### config.mk
export PLATFORM = sky130hd
export DESIGN_NAME = instr_loader_flat
export DESIGN_NICKNAME = d
export VERILOG_FILES = /design/src/rtl/instr_loader_pkg.sv /design/src/rtl/instr_loader_if.sv /design/src/rtl/instr_loader_byte_packer.sv /design/src/rtl/instr_loader.sv /design/src/flat_wrapper.sv
export SDC_FILE = /design/constraint.sdc
export NUM_CORES = 1
export LEC_CHECK = 0
export ABC_CLOCK_PERIOD_IN_PS = 3700
export BUFFER_PORTS_ARGS = -buffer_cell sky130_fd_sc_hd__buf_2
export CORE_ASPECT_RATIO = 0.8
export CORE_MARGIN = 5
export CORE_UTILIZATION = 55
export DETAILED_ROUTE_END_ITERATION = 7
export GPL_TIMING_DRIVEN = 0
export PLACE_DENSITY = 0.77
export SETUP_SLACK_MARGIN = 0.4
export SLEW_MARGIN = 20
export SYNTH_ARGS = -nofsm -noshare
export SYNTH_HDL_FRONTEND = slang
export SYNTH_SLANG_ARGS = --single-unit
export TNS_END_PERCENT = 30
### constraint.sdc
create_clock -name clk -period 3.7 [get_ports clk]
set_clock_uncertainty 0.1 [all_clocks]
set_input_delay 0.37 -clock clk [delete_from_list [all_inputs] [get_ports clk]]
set_output_delay 0.37 -clock clk [all_outputs]
set_load 0.01 [all_outputs]
### src/rtl/instr_loader_pkg.sv
// Shared types and defaults for the boot-time instruction loader.
// LOADER_CHECKSUM_EN adds the CSUM state and the checksum fold helper.
package risc_loader_pkg;

    localparam int DEF_MEM_WORDS = 256;
    localparam int DEF_ADDR_W    = 8;

    typedef enum logic [2:0] {
        ST_HDR_HI = 3'd0,
        ST_HDR_LO = 3'd1,
        ST_LOAD   = 3'd2,
        ST_RUN    = 3'd3,
`ifdef LOADER_CHECKSUM_EN
        ST_ERR    = 3'd4,
        ST_CSUM   = 3'd5
`else
        ST_ERR    = 3'd4
`endif
    } state_e;

`ifdef LOADER_CHECKSUM_EN
    // Running XOR over every payload byte of the stream.
    function automatic logic [7:0] csum_step(input logic [7:0] acc, input logic [7:0] data);
        return acc ^ data;
    endfunction
`endif

endpackage

### src/rtl/instr_loader_if.sv
// Byte-stream input and instruction-memory write bus of the loader.
// master = loader side, slave = stream source / memory / processor side.
interface instr_loader_if
    import risc_loader_pkg::*;
#(
    parameter int ADDR_W = DEF_ADDR_W
);
    logic              in_valid;
    logic [7:0]        in_data;
    logic              in_ready;
    logic              im_we;
    logic [ADDR_W-1:0] im_addr;
    logic [31:0]       im_wdata;
    logic              cpu_rst;
    logic              done;
    logic              err;

    modport master (
        input  in_valid, in_data,
        output in_ready, im_we, im_addr, im_wdata, cpu_rst, done, err
    );

    modport slave (
        output in_valid, in_data,
        input  in_ready, im_we, im_addr, im_wdata, cpu_rst, done, err
    );
endinterface

### src/rtl/instr_loader_byte_packer.sv
// Assembles big-endian 32-bit words from accepted bytes; word/word_valid
// are registered so word_valid is high in the cycle after the fourth byte.
module byte_packer (
    input  logic        clk,
    input  logic        rst,
    input  logic        byte_valid,
    input  logic [7:0]  byte_data,
    output logic [1:0]  byte_cnt,
    output logic [31:0] word,
    output logic        word_valid
);

    logic [23:0] shift_q, shift_d;
    logic [1:0]  cnt_q, cnt_d;
    logic [31:0] word_q, word_d;
    logic        word_valid_q, word_valid_d;

    // Next-state: shift in bytes, emit a word on every fourth one.
    always_comb begin
        shift_d      = shift_q;
        cnt_d        = cnt_q;
        word_d       = word_q;
        word_valid_d = 1'b0;
        if (byte_valid) begin
            shift_d = {shift_q[15:0], byte_data};
            cnt_d   = cnt_q + 2'd1;
            if (cnt_q == 2'd3) begin
                word_d       = {shift_q, byte_data};
                word_valid_d = 1'b1;
            end else begin
                word_d       = word_q;
                word_valid_d = 1'b0;
            end
        end else begin
            shift_d = shift_q;
            cnt_d   = cnt_q;
        end
    end

    // State registers.
    always_ff @(posedge clk) begin
        if (rst) begin
            shift_q      <= 24'd0;
            cnt_q        <= 2'd0;
            word_q       <= 32'd0;
            word_valid_q <= 1'b0;
        end else begin
            shift_q      <= shift_d;
            cnt_q        <= cnt_d;
            word_q       <= word_d;
            word_valid_q <= word_valid_d;
        end
    end

    assign byte_cnt   = cnt_q;
    assign word       = word_q;
    assign word_valid = word_valid_q;

endmodule

### src/rtl/instr_loader.sv
// Loads a length-prefixed big-endian program stream into instruction memory
// and releases the processor. LOADER_CHECKSUM_EN adds a trailing XOR byte check.
module instr_loader
    import risc_loader_pkg::*;
#(
    parameter int MEM_WORDS = DEF_MEM_WORDS,
    parameter int ADDR_W    = DEF_ADDR_W
) (
    input  logic           clk,
    input  logic           rst,
    instr_loader_if.master bus
);

    localparam logic [16:0] MAX_N = 17'(MEM_WORDS);

    state_e            state_q, state_d;
    logic [7:0]        n_hi_q, n_hi_d;
    logic [15:0]       n_q, n_d;
    logic [15:0]       word_idx_q, word_idx_d;
    logic [ADDR_W-1:0] im_addr_q, im_addr_d;
    logic              in_ready_q, in_ready_d;
    logic              cpu_rst_q, cpu_rst_d;
    logic              done_q, done_d;
    logic              err_q, err_d;
`ifdef LOADER_CHECKSUM_EN
    logic [7:0]        csum_q, csum_d;
`endif

    logic        accept_s;
    logic        pk_valid_s;
    logic        fourth_s;
    logic        last_word_s;
    logic [15:0] n_s;
    logic [1:0]  pk_cnt_s;
    logic [31:0] pk_word_s;
    logic        pk_word_valid_s;

    assign accept_s    = bus.in_valid && in_ready_q;
    assign pk_valid_s  = accept_s && (state_q == ST_LOAD);
    assign fourth_s    = pk_valid_s && (pk_cnt_s == 2'd3);
    assign last_word_s = (word_idx_q == (n_q - 16'd1));
    assign n_s         = {n_hi_q, bus.in_data};

    byte_packer u_packer (
        .clk        (clk),
        .rst        (rst),
        .byte_valid (pk_valid_s),
        .byte_data  (bus.in_data),
        .byte_cnt   (pk_cnt_s),
        .word       (pk_word_s),
        .word_valid (pk_word_valid_s)
    );

    // FSM next-state and output decode.
    always_comb begin
        state_d    = state_q;
        n_hi_d     = n_hi_q;
        n_d        = n_q;
        word_idx_d = word_idx_q;
        im_addr_d  = im_addr_q;
`ifdef LOADER_CHECKSUM_EN
        csum_d     = csum_q;
`endif
        case (state_q)
            ST_HDR_HI: begin
                if (accept_s) begin
                    n_hi_d  = bus.in_data;
                    state_d = ST_HDR_LO;
                end else begin
                    state_d = ST_HDR_HI;
                end
            end
            ST_HDR_LO: begin
                if (accept_s) begin
                    n_d        = n_s;
                    word_idx_d = 16'd0;
`ifdef LOADER_CHECKSUM_EN
                    csum_d     = 8'd0;
`endif
                    if ((n_s == 16'd0) || ({1'b0, n_s} > MAX_N)) begin
                        state_d = ST_ERR;
                    end else begin
                        state_d = ST_LOAD;
                    end
                end else begin
                    state_d = ST_HDR_LO;
                end
            end
            ST_LOAD: begin
`ifdef LOADER_CHECKSUM_EN
                if (pk_valid_s) begin
                    csum_d = csum_step(csum_q, bus.in_data);
                end else begin
                    csum_d = csum_q;
                end
`endif
                if (fourth_s) begin
                    im_addr_d  = word_idx_q[ADDR_W-1:0];
                    word_idx_d = word_idx_q + 16'd1;
                    if (last_word_s) begin
`ifdef LOADER_CHECKSUM_EN
                        state_d = ST_CSUM;
`else
                        state_d = ST_RUN;
`endif
                    end else begin
                        state_d = ST_LOAD;
                    end
                end else begin
                    state_d = ST_LOAD;
                end
            end
`ifdef LOADER_CHECKSUM_EN
            ST_CSUM: begin
                if (accept_s) begin
                    if (bus.in_data == csum_q) begin
                        state_d = ST_RUN;
                    end else begin
                        state_d = ST_ERR;
                    end
                end else begin
                    state_d = ST_CSUM;
                end
            end
`endif
            ST_RUN:  state_d = ST_RUN;
            ST_ERR:  state_d = ST_ERR;
            default: state_d = ST_ERR;
        endcase

`ifdef LOADER_CHECKSUM_EN
        in_ready_d = (state_d == ST_HDR_HI) || (state_d == ST_HDR_LO) ||
                     (state_d == ST_LOAD)   || (state_d == ST_CSUM);
`else
        in_ready_d = (state_d == ST_HDR_HI) || (state_d == ST_HDR_LO) ||
                     (state_d == ST_LOAD);
`endif
        // Status lags the state by one cycle so done follows the last write pulse.
        done_d    = (state_q == ST_RUN);
        err_d     = (state_q == ST_ERR);
        cpu_rst_d = (state_q != ST_RUN);
    end

    // State and registered outputs.
    always_ff @(posedge clk) begin
        if (rst) begin
            state_q    <= ST_HDR_HI;
            n_hi_q     <= 8'd0;
            n_q        <= 16'd0;
            word_idx_q <= 16'd0;
            im_addr_q  <= '0;
            in_ready_q <= 1'b1;
            cpu_rst_q  <= 1'b1;
            done_q     <= 1'b0;
            err_q      <= 1'b0;
`ifdef LOADER_CHECKSUM_EN
            csum_q     <= 8'd0;
`endif
        end else begin
            state_q    <= state_d;
            n_hi_q     <= n_hi_d;
            n_q        <= n_d;
            word_idx_q <= word_idx_d;
            im_addr_q  <= im_addr_d;
            in_ready_q <= in_ready_d;
            cpu_rst_q  <= cpu_rst_d;
            done_q     <= done_d;
            err_q      <= err_d;
`ifdef LOADER_CHECKSUM_EN
            csum_q     <= csum_d;
`endif
        end
    end

    assign bus.in_ready = in_ready_q;
    assign bus.im_we    = pk_word_valid_s;
    assign bus.im_addr  = im_addr_q;
    assign bus.im_wdata = pk_word_s;
    assign bus.cpu_rst  = cpu_rst_q;
    assign bus.done     = done_q;
    assign bus.err      = err_q;

endmodule

### src/flat_wrapper.sv
// flat-port wrapper written by rule: the top's interface ports become plain ports
module instr_loader_flat import risc_loader_pkg::*;
#(
    parameter int MEM_WORDS = DEF_MEM_WORDS,
    parameter int ADDR_W    = DEF_ADDR_W
)
  (clk, rst, bus_in_valid, bus_in_data, bus_in_ready, bus_im_we, bus_im_addr, bus_im_wdata, bus_cpu_rst, bus_done, bus_err);
  instr_loader_if #(.ADDR_W(ADDR_W)) bus_i ();
  input  logic clk;
  input  logic rst;
  input wire logic [$bits(bus_i.in_valid)-1:0] bus_in_valid;
  input wire logic [$bits(bus_i.in_data)-1:0] bus_in_data;
  output wire logic [$bits(bus_i.in_ready)-1:0] bus_in_ready;
  output wire logic [$bits(bus_i.im_we)-1:0] bus_im_we;
  output wire logic [$bits(bus_i.im_addr)-1:0] bus_im_addr;
  output wire logic [$bits(bus_i.im_wdata)-1:0] bus_im_wdata;
  output wire logic [$bits(bus_i.cpu_rst)-1:0] bus_cpu_rst;
  output wire logic [$bits(bus_i.done)-1:0] bus_done;
  output wire logic [$bits(bus_i.err)-1:0] bus_err;
  assign bus_i.in_valid = bus_in_valid;
  assign bus_i.in_data = bus_in_data;
  assign bus_in_ready = bus_i.in_ready;
  assign bus_im_we = bus_i.im_we;
  assign bus_im_addr = bus_i.im_addr;
  assign bus_im_wdata = bus_i.im_wdata;
  assign bus_cpu_rst = bus_i.cpu_rst;
  assign bus_done = bus_i.done;
  assign bus_err = bus_i.err;
  instr_loader #(.MEM_WORDS(MEM_WORDS), .ADDR_W(ADDR_W)) u_core (.clk(clk), .rst(rst), .bus(bus_i));
endmodule
# Yosys cells after proc, flatten, opt, wreduce, memory -nomap -nowiden
# Cells that the tools add are included.
dict set report totals {
  in_bits 11
  ff_bits 114
  mem_bits_rw 0
  elab_cells 55
  rom_bits 0
  out_inout_bits 45
  memories 0
  latchBits 0
}
dict set report op_classes {
  add_sub_neg 3
  n_reduce_logical 16
  n_mul 0
  div_mod_pow 0
  mux 10
  n_eq_ne 11
  n_bitwise 1
  n_lt_le_gt_ge 1
  shift 0
}
# op n
set ops {}
lappend ops {{16-bit two-way mux} 2}
lappend ops {{16-bit case mux with 2 select lines} 1}
lappend ops {{16-bit by 1-bit adder with 16-bit output (second input constant)} 1}
lappend ops {{16-bit == test} 1}
lappend ops {{16-bit by 9-bit greater-than comparator with 1-bit output (second input constant)} 1}
lappend ops {{16-bit logical NOT} 1}
lappend ops {{16-bit by 1-bit subtractor with 16-bit output (second input constant)} 1}
lappend ops {{3-bit case mux with 4 select lines} 1}
lappend ops {{3-bit by 2-bit == test with 1-bit output (second input constant)} 3}
lappend ops {{2-bit AND reduction} 4}
lappend ops {{3-bit by 1-bit == test with 1-bit output (second input constant)} 2}
lappend ops {{3-bit logical NOT} 2}
lappend ops {{3-bit two-way mux} 2}
lappend ops {{1-bit two-way mux} 4}
lappend ops {{2-bit by 1-bit inequality test with 1-bit output (second input constant)} 2}
lappend ops {{3-bit == test (second input constant)} 1}
lappend ops {{1-bit logical AND} 3}
lappend ops {{1-bit logical OR} 3}
lappend ops {{3-bit by 2-bit inequality test with 1-bit output (second input constant)} 1}
lappend ops {{3-bit AND reduction} 1}
lappend ops {{2-bit by 1-bit adder with 2-bit output (second input constant)} 1}
lappend ops {{2-bit == test (second input constant)} 1}
lappend ops {{2-bit nonzero test} 1}
lappend ops {{2-bit OR reduction} 1}
lappend ops {{1-bit inverter} 1}

# Logic depth before layout (Yosys ltp)
# Gate-level depths: netlist of the first run.
dict set report logic_depth {
  ltp_word 8
  depth_mapped 8
  ltp_nobuf 8
}

# By module
# From an unflattened synthesis of the first run, not the netlist that was laid out.
dict set report unflattened {
  cells_unflattened 539
  hier_area_um2 5082.4
}
# module area_per_inst_um2 seq_area_each_um2 cells_each instances
set modules_own_cells {}
lappend modules_own_cells {instr_loader 2642.5 1101.1 305 1}
lappend modules_own_cells {byte_packer 2439.8 1181.1 234 1}

# Least setup slack after synthesis of the first run
# OpenSTA, ideal clock, no wires.
dict set report synth_timing {
  kind {reg2reg}
  startpoint {reg u_core.n_q[0]}
  endpoint {reg u_core.in_ready_q, in the netlist u_core.bus.in_ready}
  path_stages_with_launch 9
  path_buffers 0
  t_arrival_ns 2.057
  setup_slack_ns 1.412
  required_ns 3.469
  setup_time_ns 0.131
  synth_period_minus_slack_ns 2.288
  path_cell_list {dfxtp_1 -> inv_1 -> ha_1 -> or4b_1 -> a2111oi_0 -> nand2b_1 -> o2111ai_1 -> nor4_2 -> a211oi_1}
}
dict set report synth_between {
  elab_chain_len 8
  elab_cells_between_ends 10
  classes_between {1 x add/sub; 3 x eq/ne; 3 x mux; 3 x reduce/logical}
}
# element line
set synth_lines {}
lappend synth_lines {{start: declaration} instr_loader.sv:18} ;# logic [15:0] n_q, n_d;
lappend synth_lines {{start signal: assignment} instr_loader.sv:162} ;# n_q <= n_d;
lappend synth_lines {{16-bit by 1-bit subtractor with 16-bit output *} instr_loader.sv:41} ;# assign last_word_s = (word_idx_q == (n_q - 16'd1));
lappend synth_lines {{16-bit == test *} instr_loader.sv:41}
lappend synth_lines {{1-bit two-way mux *} instr_loader.sv:100} ;# if (last_word_s) begin
lappend synth_lines {{1-bit two-way mux *} instr_loader.sv:97} ;# if (fourth_s) begin
lappend synth_lines {{3-bit case mux with 4 select lines *} instr_loader.sv:64} ;# case (state_q)
lappend synth_lines {{3-bit by 1-bit == test with 1-bit output or 3-bit logical NOT (tied branches)} instr_loader.sv:135} ;# in_ready_d = (state_d == ST_HDR_HI) || (state_d == ST_HDR_LO) ||
lappend synth_lines {{1-bit logical OR} instr_loader.sv:135}
lappend synth_lines {{1-bit logical OR *} instr_loader.sv:135}
lappend synth_lines {{end signal: assignment} instr_loader.sv:165} ;# in_ready_q <= in_ready_d;
lappend synth_lines {{end: declaration} instr_loader.sv:21} ;# logic in_ready_q, in_ready_d;
# Every way passes the cells marked *; elsewhere a longest branch is shown, timed or not.
# A chain may end at the register's enable or synchronous reset.

# Final worst setup path of the first run
# Ends and elaborated chain as after synthesis.

==> results by group, run 1 <==
STA
  • Maximum operating frequency: 374 MHz
  • Worst Slack Setup Final: 1.03 ns
  • Final count of hold timing violations: 0
  • Share of the cycle needed by the critical path after routing: 0.722
  • Minimum clock period: 2.67 ns
  • Final number of max-transition violations: 0
  • Final-layout setup total negative slack: 0 ns
  • Actual transition at the worst max-transition pin: 0.931 ns
  • Setup repair after global routing missed its margin: no
  • Final count of negative-setup-slack endpoints: 0
  • Relative max-transition margin: 0.374

Clock network
  • H-tree levels: 4
  • Hold-fix buffers, CTS: 0
  • Clock transition at path regs: 0.06 ns
  • Post-CTS Setup Inserts: 0
  • Max Buffers Root-to-Sink: 2
  • Post-cts repair resize count: 0
  • Clock tree sinks: 114
  • TritonCTS clock tree: built
  • Clock tree root driver cell: clkbuf_8
  • CTS Buf Count: 17
  • Clock latency of the later-clocked register in the worst-skew pair: 0.52 ns

Finish
  • Inserted Diodes: 0
  • Final net count: 671
  • Final core utilization: 0.676
  • Share of layout cells above drive strength 1: 0.139
  • Most common cell after layout, fill and taps aside: nand2_1
  • Area growth from synthesis to layout: 21.0%
  • Leading cell types in the layout, fill and taps excluded: nand2_1 (171), dfxtp_1 (114), a21oi_1 (95), buf_2 (54), clkbuf_1 (32)

Outcome
  • Run status: complete, no violations

Die
  • Die area: 10,500 sq um
  • Die boundary height: 92.6 um
  • I/O pin count: 56
  • Starting density of the core: 0.558
  • Placeable core area: 8410 sq um
  • Die Wd: 113 um
  • Cell Rows: 30

Power
  • Total leakage power: 2.05 nW
  • Maximum vdd drop: 0.334 mV
  • Pwr per Cell Area: 559 nW/um^2
  • Total chip power: 3.18 mW

Setup path
  • Origin of the critical flop-to-flop path: u_core.n_q[0]$_SDFFE_PP0P_
  • Cell breakdown of the critical path: inv_1, ha_1, or4b_1, a2111oi_0, nand2b_1, o2111ai_1, nor4_2, a211oi_1
  • Class of the most critical setup path: flop to flop
  • Top delay family on crit path: simple AND/OR/NAND/NOR gates
  • Worst-path cell with the longest stage delay: or4b_1
  • Worst setup EP type: flop
  • Sum of buffers and inverters on the critical path: 1
  • Arrival time of the worst setup path: 2.95 ns
  • Required time at the worst-slack endpoint: 3.98 ns
  • Endpoint of the most critical register-to-register path: u_core.bus.in_ready$_SDFF_PP1_
  • Worst reg-to-reg path cell count: 8
  • Reg2reg setup slack: 1.03 ns
  • Maximum fanout count along the critical path: 6
  • Critical path startpoint category: flop
  • Slowest stage delay, CP: 0.54 ns

Logic synthesis
  • Post-Syn Nets: 598
  • Commonest register cell after synthesis: dfxtp_1
  • Post-synthesis instance total: 584
  • Post-Syn Area per Cell: 8.04 sq um
  • Mux contribution to synthesized area: 0.0192
  • Proportion of synthesized chip area in sequential cells: 0.486
  • Number of flops mapped to enable cells by yosys: 0
  • Yosys reg bits: 114
  • Yosys warning count: 0
  • Adder and majority cell fraction of the synthesized area: 0.00800
  • Share of synthesized flip-flops with an asynchronous set or reset: 0
  • Xor/xnor share of the synthesized area: 0.0504
  • Count of cell types in the netlist: 44
  • Combinational family with the most area after synthesis: simple AND/OR/NAND/NOR gates
  • Post-synthesis cell area: 4690 sq um
  • Share of the synthesized area in compound gates (AO/OA/AOI/OAI): 0.154
  • Simple-gate portion of the synthesized area: 0.243

Global routing
  • Number of antenna violations at the first check in global routing: 0
  • Vias in the first global route: 4,066
  • Wire length of the first global-routing pass: 19.7 mm
  • Largest net degree at the start of global routing: 17
  • Tot GR Track Use: 0.234
  • Remaining global-route overflow: 0

Routing
  • Remaining design rule violation count: 0
  • Post-detailed-routing wire length: 11.9 mm
  • Violation count after the first detailed-routing iteration: 383
  • Detailed Routing Iterations Pass 1: 6
  • Via count: 4,375
  • Avg Vias per Cell: 5.59
  • Antenna Nets Post-Route: 0
  • Wire length per cell after detailed routing: 15.2 um

Job
  • Max-Cap Viols: 0

Hold path
  • Min-Delay Path Class: primary input to flop
  • Destination of the worst hold path: u_core.u_packer.word[2]$_SDFFE_PP0P_
  • Cell depth of the worst hold path: 3
  • Beginning of the worst hold path: bus_in_data[2]

Place
  • Post-Place Setup Slack: 1.07 ns
  • DP HPWL: 8.30 mm
  • Routability congestion estimate from global placement: 0.919
  • Port-buffer cells: 54
-- registers in the layout (all words and copies together) (netlist names) --
signal	count
u_core.bus.done	1
u_core.n_hi_q	8
u_core.bus.in_ready	1
u_core.bus.err	1
u_core.u_packer.word_valid	1
u_core.state_q	3
u_core.u_packer.byte_cnt	2
u_core.word_idx_q	16
u_core.n_q	16
u_core.u_packer.shift_q	24
u_core.bus.im_addr	8
u_core.u_packer.word	32
u_core.bus.cpu_rst	1
-- report_power, final --
part	switching (mW)	leakage [nW]	total, mW	internal, mW
combinational	0.198	0.873	0.336	0.138
clock	0.581	0.258	1.55	0.971
sequential	0.0314	0.920	1.29	1.26
-- worst reg2reg max path, cell delays in order, from the launching register on --
cell	delay [ns]
dfxtp_1	0.35
inv_1	0.07
ha_1	0.28
or4b_1	0.54
a2111oi_0	0.40
nand2b_1	0.16
o2111ai_1	0.14
nor4_2	0.38
a211oi_1	0.13
-- metal layers --
metal / global-route usage / up-vias / wire [um]
met1: 0.320 / 2048 / 5480
met2: 0.357 / 165 / 5240
met5: 0 / - / 0
met3: 0.0575 / 26 / 942
met4: 0.0881 / 0 / 238
li1: - / 2136 / -
-- logic make-up after synthesis --
logic type | count (synthesis)
compound gates | 130
xor+xnor | 27
fa+ha+maj | 3
buf+inv | 45
flops | 114
mux | 9
simple gates | 256
-- how the worst max path moves through the flow --
stage                                     from  slack (ns)  cells past startpoint                              to
floorplan           u_core.n_q[0]$_SDFFE_PP0P_        1.41                      8  u_core.bus.in_ready$_SDFF_PP1_
global placement    u_core.n_q[0]$_SDFFE_PP0P_        1.13                      8  u_core.bus.in_ready$_SDFF_PP1_
detailed placement  u_core.n_q[0]$_SDFFE_PP0P_        1.07                      8  u_core.bus.in_ready$_SDFF_PP1_
CTS                 u_core.n_q[0]$_SDFFE_PP0P_        1.04                      8  u_core.bus.in_ready$_SDFF_PP1_
global route        u_core.n_q[0]$_SDFFE_PP0P_        0.82                      8  u_core.bus.in_ready$_SDFF_PP1_
finish              u_core.n_q[0]$_SDFFE_PP0P_        1.03                      8  u_core.bus.in_ready$_SDFF_PP1_
-- stage by stage --
| stage | std cells | hold WS [ns] | cell area (sq um) |
|---|---|---|---|
| 2_1_floorplan | 584 | 0.332 | 4690 |
| 3_3_place_gp | 750 | 0.340 | 5100 |
| 3_5_place_dp | 750 | 0.346 | 5100 |
| 4_1_cts | 782 | 0.0413 | 5670 |
| 5_1_grt | 782 | 0.0569 | 5680 |
| 6_report | 782 | 0.0545 | 5680 |
-- cell usage after synthesis, types with 3 or more instances --
| master | n | area, sq um |
|---|---|---|
| nand2_1 | 171 | 642 |
| dfxtp_1 | 114 | 2280 |
| a21oi_1 | 95 | 475 |
| clkbuf_1 | 31 | 116 |
| nor2_1 | 28 | 105 |
| xnor2_1 | 18 | 158 |
| o21ai_0 | 12 | 60.1 |
| nor4_1 | 10 | 62.6 |
| or3_1 | 10 | 62.6 |
| mux2i_1 | 9 | 90.1 |
| xor2_1 | 9 | 78.8 |
| inv_1 | 8 | 30.0 |
| nor3_1 | 8 | 40.0 |
| o2111ai_1 | 5 | 43.8 |
| buf_1 | 4 | 15.0 |
| nand2b_1 | 4 | 25.0 |
| nand4_1 | 4 | 25.0 |
| a31oi_1 | 3 | 18.8 |
| ha_1 | 3 | 37.5 |
| nand3_1 | 3 | 15.0 |
| nor4_2 | 3 | 37.5 |
| nor4b_1 | 3 | 26.3 |
| o21a_1 | 3 | 22.5 |
-- final cells by class --
cell class / instances / area, sq um
clock inverter: 13 / 136
multi-input combinational: 425 / 2240
buffer: 37 / 154
sequential: 114 / 2280
inverter: 8 / 30.0
fill: 704 / 2730
tap: 112 / 140
clock buffer: 19 / 432
timing repair buffer: 54 / 270
No activity file was read; power rests on OpenSTA's default activity.
==> inputs of run 2 (changes only) <==
--- a/config.mk
+++ b/config.mk
@@ -5,14 +5,15 @@
 export SDC_FILE = /design/constraint.sdc
 export NUM_CORES = 1
 export LEC_CHECK = 0
-export ABC_CLOCK_PERIOD_IN_PS = 3700
+export ABC_AREA = 1
+export ABC_CLOCK_PERIOD_IN_PS = 2200
 export BUFFER_PORTS_ARGS = -buffer_cell sky130_fd_sc_hd__buf_2
 export CORE_ASPECT_RATIO = 0.8
 export CORE_MARGIN = 5
-export CORE_UTILIZATION = 55
+export CORE_UTILIZATION = 52
 export DETAILED_ROUTE_END_ITERATION = 7
 export GPL_TIMING_DRIVEN = 0
-export PLACE_DENSITY = 0.77
+export PLACE_DENSITY = 0.76
 export SETUP_SLACK_MARGIN = 0.4
 export SLEW_MARGIN = 20
 export SYNTH_ARGS = -nofsm -noshare
==> constraint.sdc (replaced) <==
create_clock -name clk -period 2.2 [get_ports clk]
set_clock_uncertainty 0.1 [all_clocks]
set_input_delay 0.22 -clock clk [delete_from_list [all_inputs] [get_ports clk]]
set_output_delay 0.22 -clock clk [all_outputs]
set_load 0.01 [all_outputs]
==> run 2 against run 1 <==
Against the previous run:
- flip-flop and latch count stayed put
- total power is 80% higher
- register-to-register slack worse by 0.66 ns
- hold slack worse by 0.038 ns
- routed wire length is 9.1% higher
- critical path type unchanged
- largest power group unchanged
==> results by group, run 2 <==
Place
  • Dpl cell area: 5130 sq um (+0.54%)
  • Port-buffer cells: 55 (+1.9%)
  • Post-Place Setup Slack: 0.218 ns (-0.848 ns)
  • Routability congestion estimate from global placement: 0.879 (-4.4%)
  • DP HPWL: 8.94 mm (+7.7%)
  • Placed insts: 798 (+6.4%)

Logic synthesis
  • Proportion of synthesized chip area in sequential cells: 0.484 (-0.00194)
  • Post-synthesis instance total: 628 (+7.5%)
  • Most repeated cell in the gate-level netlist after synthesis: nand2_1
  • Yosys warning count: 0 (unchanged)
  • Yosys reg bits: 114 (unchanged)
  • Number of flops mapped to enable cells by yosys: 0 (unchanged)
  • Most area-hungry cell type in the Yosys netlist: dfxtp_1
  • Most frequent cells after synthesis: nand2_1 (128), dfxtp_1 (114), a21oi_1 (75), o21ai_0 (73), nor2_1 (65)
  • Top cell type's share of synthesized area: 0.484 (-0.00194)
  • Share of synthesized flip-flops with an asynchronous set or reset: 0 (unchanged)
  • Post-synthesis cell area: 4710 sq um (+0.40%)
  • Post-Syn Area per Cell: 7.51 sq um (-6.6%)
  • Post-Syn Nets: 642 (+7.4%)
  • Count of cell types in the netlist: 32 (-27%)
  • Commonest register cell after synthesis: dfxtp_1
  • Cell types with the largest area share after synthesis: dfxtp_1 (48%), nand2_1 (10%), a21oi_1 (8.0%)

Global routing
  • Wire length of the first global-routing pass: 20.8 mm (+6.1%)
  • Tot GR Track Use: 0.243 (+0.00941)
  • Remaining global-route overflow: 0 (unchanged)
  • Largest net degree at the start of global routing: 17 (unchanged)
  • Number of antenna violations at the first check in global routing: 0 (unchanged)
  • Vias in the first global route: 4,200 (+3.3%)

Power
  • Total leakage power: 2.59 nW (+26%)
  • Pwr per Cell Area: 966 nW/um^2 (+73%)
  • Maximum vdd drop: 0.685 mV (+100%)
  • Total chip power: 5.72 mW (+80%)

Routing
  • Violation count after the first detailed-routing iteration: 436 (+14%)
  • Post-detailed-routing wire length: 13.0 mm (+9.1%)
  • Avg Vias per Cell: 5.34 (-4.5%)
  • Via count: 4,479 (+2.4%)
  • Wire length per cell after detailed routing: 15.5 um (+1.8%)
  • Detailed Routing Iterations Pass 1: 5 (-1)
  • Remaining design rule violation count: 0 (unchanged)
  • Antenna Nets Post-Route: 0 (unchanged)

Setup path
  • Arrival time of the worst setup path: 2.02 ns (-0.93 ns)
  • Top delay family on crit path: simple AND/OR/NAND/NOR gates
  • Maximum fanout count along the critical path: 4 (-2)
  • Worst-path cell with the longest stage delay: dfxtp_2
  • Class of the most critical setup path: flop to flop
  • Critical path startpoint category: flop
  • Slowest stage delay, CP: 0.36 ns (-0.18 ns)
  • Worst setup EP type: flop
  • Crit-path most repeated cell: nand2_1
  • Cell breakdown of the critical path: inv_4, ha_4, inv_1, nand2_1, nand2_1, nand2_1, nand2_1, nand3_2, nor2_1, nand3_1, nor2_1, nand2_1, nand2_1, a21oi_1
  • Sum of buffers and inverters on the critical path: 2 (+1)
  • Required time at the worst-slack endpoint: 2.39 ns (-1.59 ns)

Die
  • Die boundary height: 95.2 um (+2.7%)
  • Die area: 11,100 sq um (+5.6%)
  • I/O pin count: 56 (unchanged)
  • Die Wd: 116 um (+2.8%)
  • Cell Rows: 31 (+3.3%)
  • Starting density of the core: 0.526 (-0.0323)
  • Placeable core area: 8960 sq um (+6.6%)

Finish
  • Area growth from synthesis to layout: 25.7%
  • Most common cell after layout, fill and taps aside: nand2_1
  • Inserted Diodes: 0 (unchanged)
  • Largest register FFs: 32 (unchanged)
  • Share of layout cells above drive strength 1: 0.192 (+0.0534)
  • Final net count: 724 (+7.9%)
  • Filler instances: 699 (-0.71%)
  • Final Instance Count excl. Fillers: 838 (+7.2%)
  • Sequential cell area: 2290 sq um (+0.27%)
  • Summed area of non-filler cells in the final layout: 5920 sq um (+4.3%)
  • Final core utilization: 0.661 (-0.0147)
  • Leading cell types in the layout, fill and taps excluded: nand2_1 (123), dfxtp_1 (109), a21oi_1 (75), o21ai_0 (73)
  • Area taken by multi-input logic gates: 2170 sq um (-2.8%)

STA
  • Minimum clock period: 1.83 ns (-0.840 ns)
  • Fin Hold WS: 0.0164 ns (-0.0380 ns)
  • Worst Slack Setup Final: 0.369 ns (-0.660 ns)
  • Final count of hold timing violations: 0 (unchanged)
  • Relative max-transition margin: 0.611 (+0.237)
  • Final-layout setup total negative slack: 0 ns (unchanged)
  • Share of the cycle needed by the critical path after routing: 0.832 (+0.110)
  • Final number of max-transition violations: 0 (unchanged)
  • Setup repair after global routing missed its margin: yes
  • Final count of negative-setup-slack endpoints: 0 (unchanged)
  • Actual transition at the worst max-transition pin: 0.584 ns (-0.348 ns)
  • Maximum operating frequency: 546 MHz (+46%)

Job
  • Max-Cap Viols: 0 (unchanged)

Hold path
  • Min-Delay Path Class: primary input to flop

Clock network
  • Clock latency of the later-clocked register in the worst-skew pair: 0.41 ns (-0.11 ns)
  • H-tree levels: 4 (unchanged)
  • Max Buffers Root-to-Sink: 2 (unchanged)
  • CTS Buf Count: 17 (unchanged)
  • Clock tree sinks: 114 (unchanged)
  • Hold-fix buffers, CTS: 0 (unchanged)
  • TritonCTS clock tree: built
  • Clock tree root driver cell: clkbuf_16
  • Clock transition at path regs: 0.06 ns (about the same)

Outcome
  • Run status: complete, no violations
[run 2: cell count changes after synthesis, moves of 10 or more]
cell      before  now
nand2_1      171  128
nor2_1        28   65
xnor2_1       18    6
nand3_1        3   29
or3_1         10    0
a21oi_1       95   75
clkbuf_1      31   21
o21ai_0       12   73
inv_1          8   60
[run 2: path summary, 6_finish.rpt]
kind	slack, ns	cells past startpoint	endpoint	start
setup / recovery	0.37	14	u_core.bus.in_ready$_SDFF_PP1_	u_core.n_q[0]$_SDFFE_PP0P_
hold / removal	0.02	3	u_core.u_packer.word[3]$_SDFFE_PP0P_	bus_in_data[3]
setup reg to reg	0.37	14	u_core.bus.in_ready$_SDFF_PP1_	u_core.n_q[0]$_SDFFE_PP0P_
hold reg to reg	0.36	2	u_core.u_packer.word[27]$_SDFFE_PP0P_	u_core.u_packer.shift_q[19]$_SDFFE_PP0P_
[run 2: final cells by class]
type                            instances  area share
Buffer                                 25      0.0173
Clock buffer                           17      0.0718
Clock inverter                         15      0.0351
Inverter                               64      0.0414
Multi-Input combinational cell        425       0.367
Sequential cell                       114       0.386
Tap cell                              115      0.0243
Timing Repair Buffer                   63      0.0566
[run 2: kinds of logic after synthesis]
logic type               Yosys count  synth area share
AO/OA/AOI/OAI                    156             0.169
XOR/XNOR                          20            0.0372
adder cells (fa/ha/maj)            3           0.00796
buffers and inverters             89            0.0725
flip-flops                       114             0.484
AND/OR/NAND/NOR                  246             0.229
[run 2: power by group]
| part | switching, mW | leakage [nW] | internal [mW] | total, mW |
|---|---|---|---|---|
| sequential | 0.0456 | 0.924 | 2.13 | 2.17 |
| combinational | 0.407 | 1.37 | 0.214 | 0.621 |
| clock | 1.02 | 0.296 | 1.91 | 2.93 |
| total | 1.48 | 2.59 | 4.25 | 5.72 |
[run 2: worst reg2reg max path: cells and delay by family, from the launching register on]
kind / cells / cell delay, ns
buffers and inverters: 2 / 0.13
and+or+nand+nor: 10 / 0.88
adders and majority gates: 1 / 0.17
AOI/OAI and AO/OA: 1 / 0.07
DFF: 1 / 0.36
[run 2: layer usage]
| metal | global-route usage | up-vias | wire [um] |
|---|---|---|---|
| met2 | 0.371 | 181 | 5930 |
| met1 | 0.333 | 2079 | 5700 |
| met4 | 0.0802 | 0 | 122 |
| li1 | - | 2209 | - |
| met5 | 0 | - | 0 |
| met3 | 0.0654 | 10 | 1220 |
[run 2: repair_timing]
action	CTS	global route
setup buffers	4	4
gates resized for setup	21	13
setup endpoints to repair	23	60
pin swaps	12	5
cloned	0	0
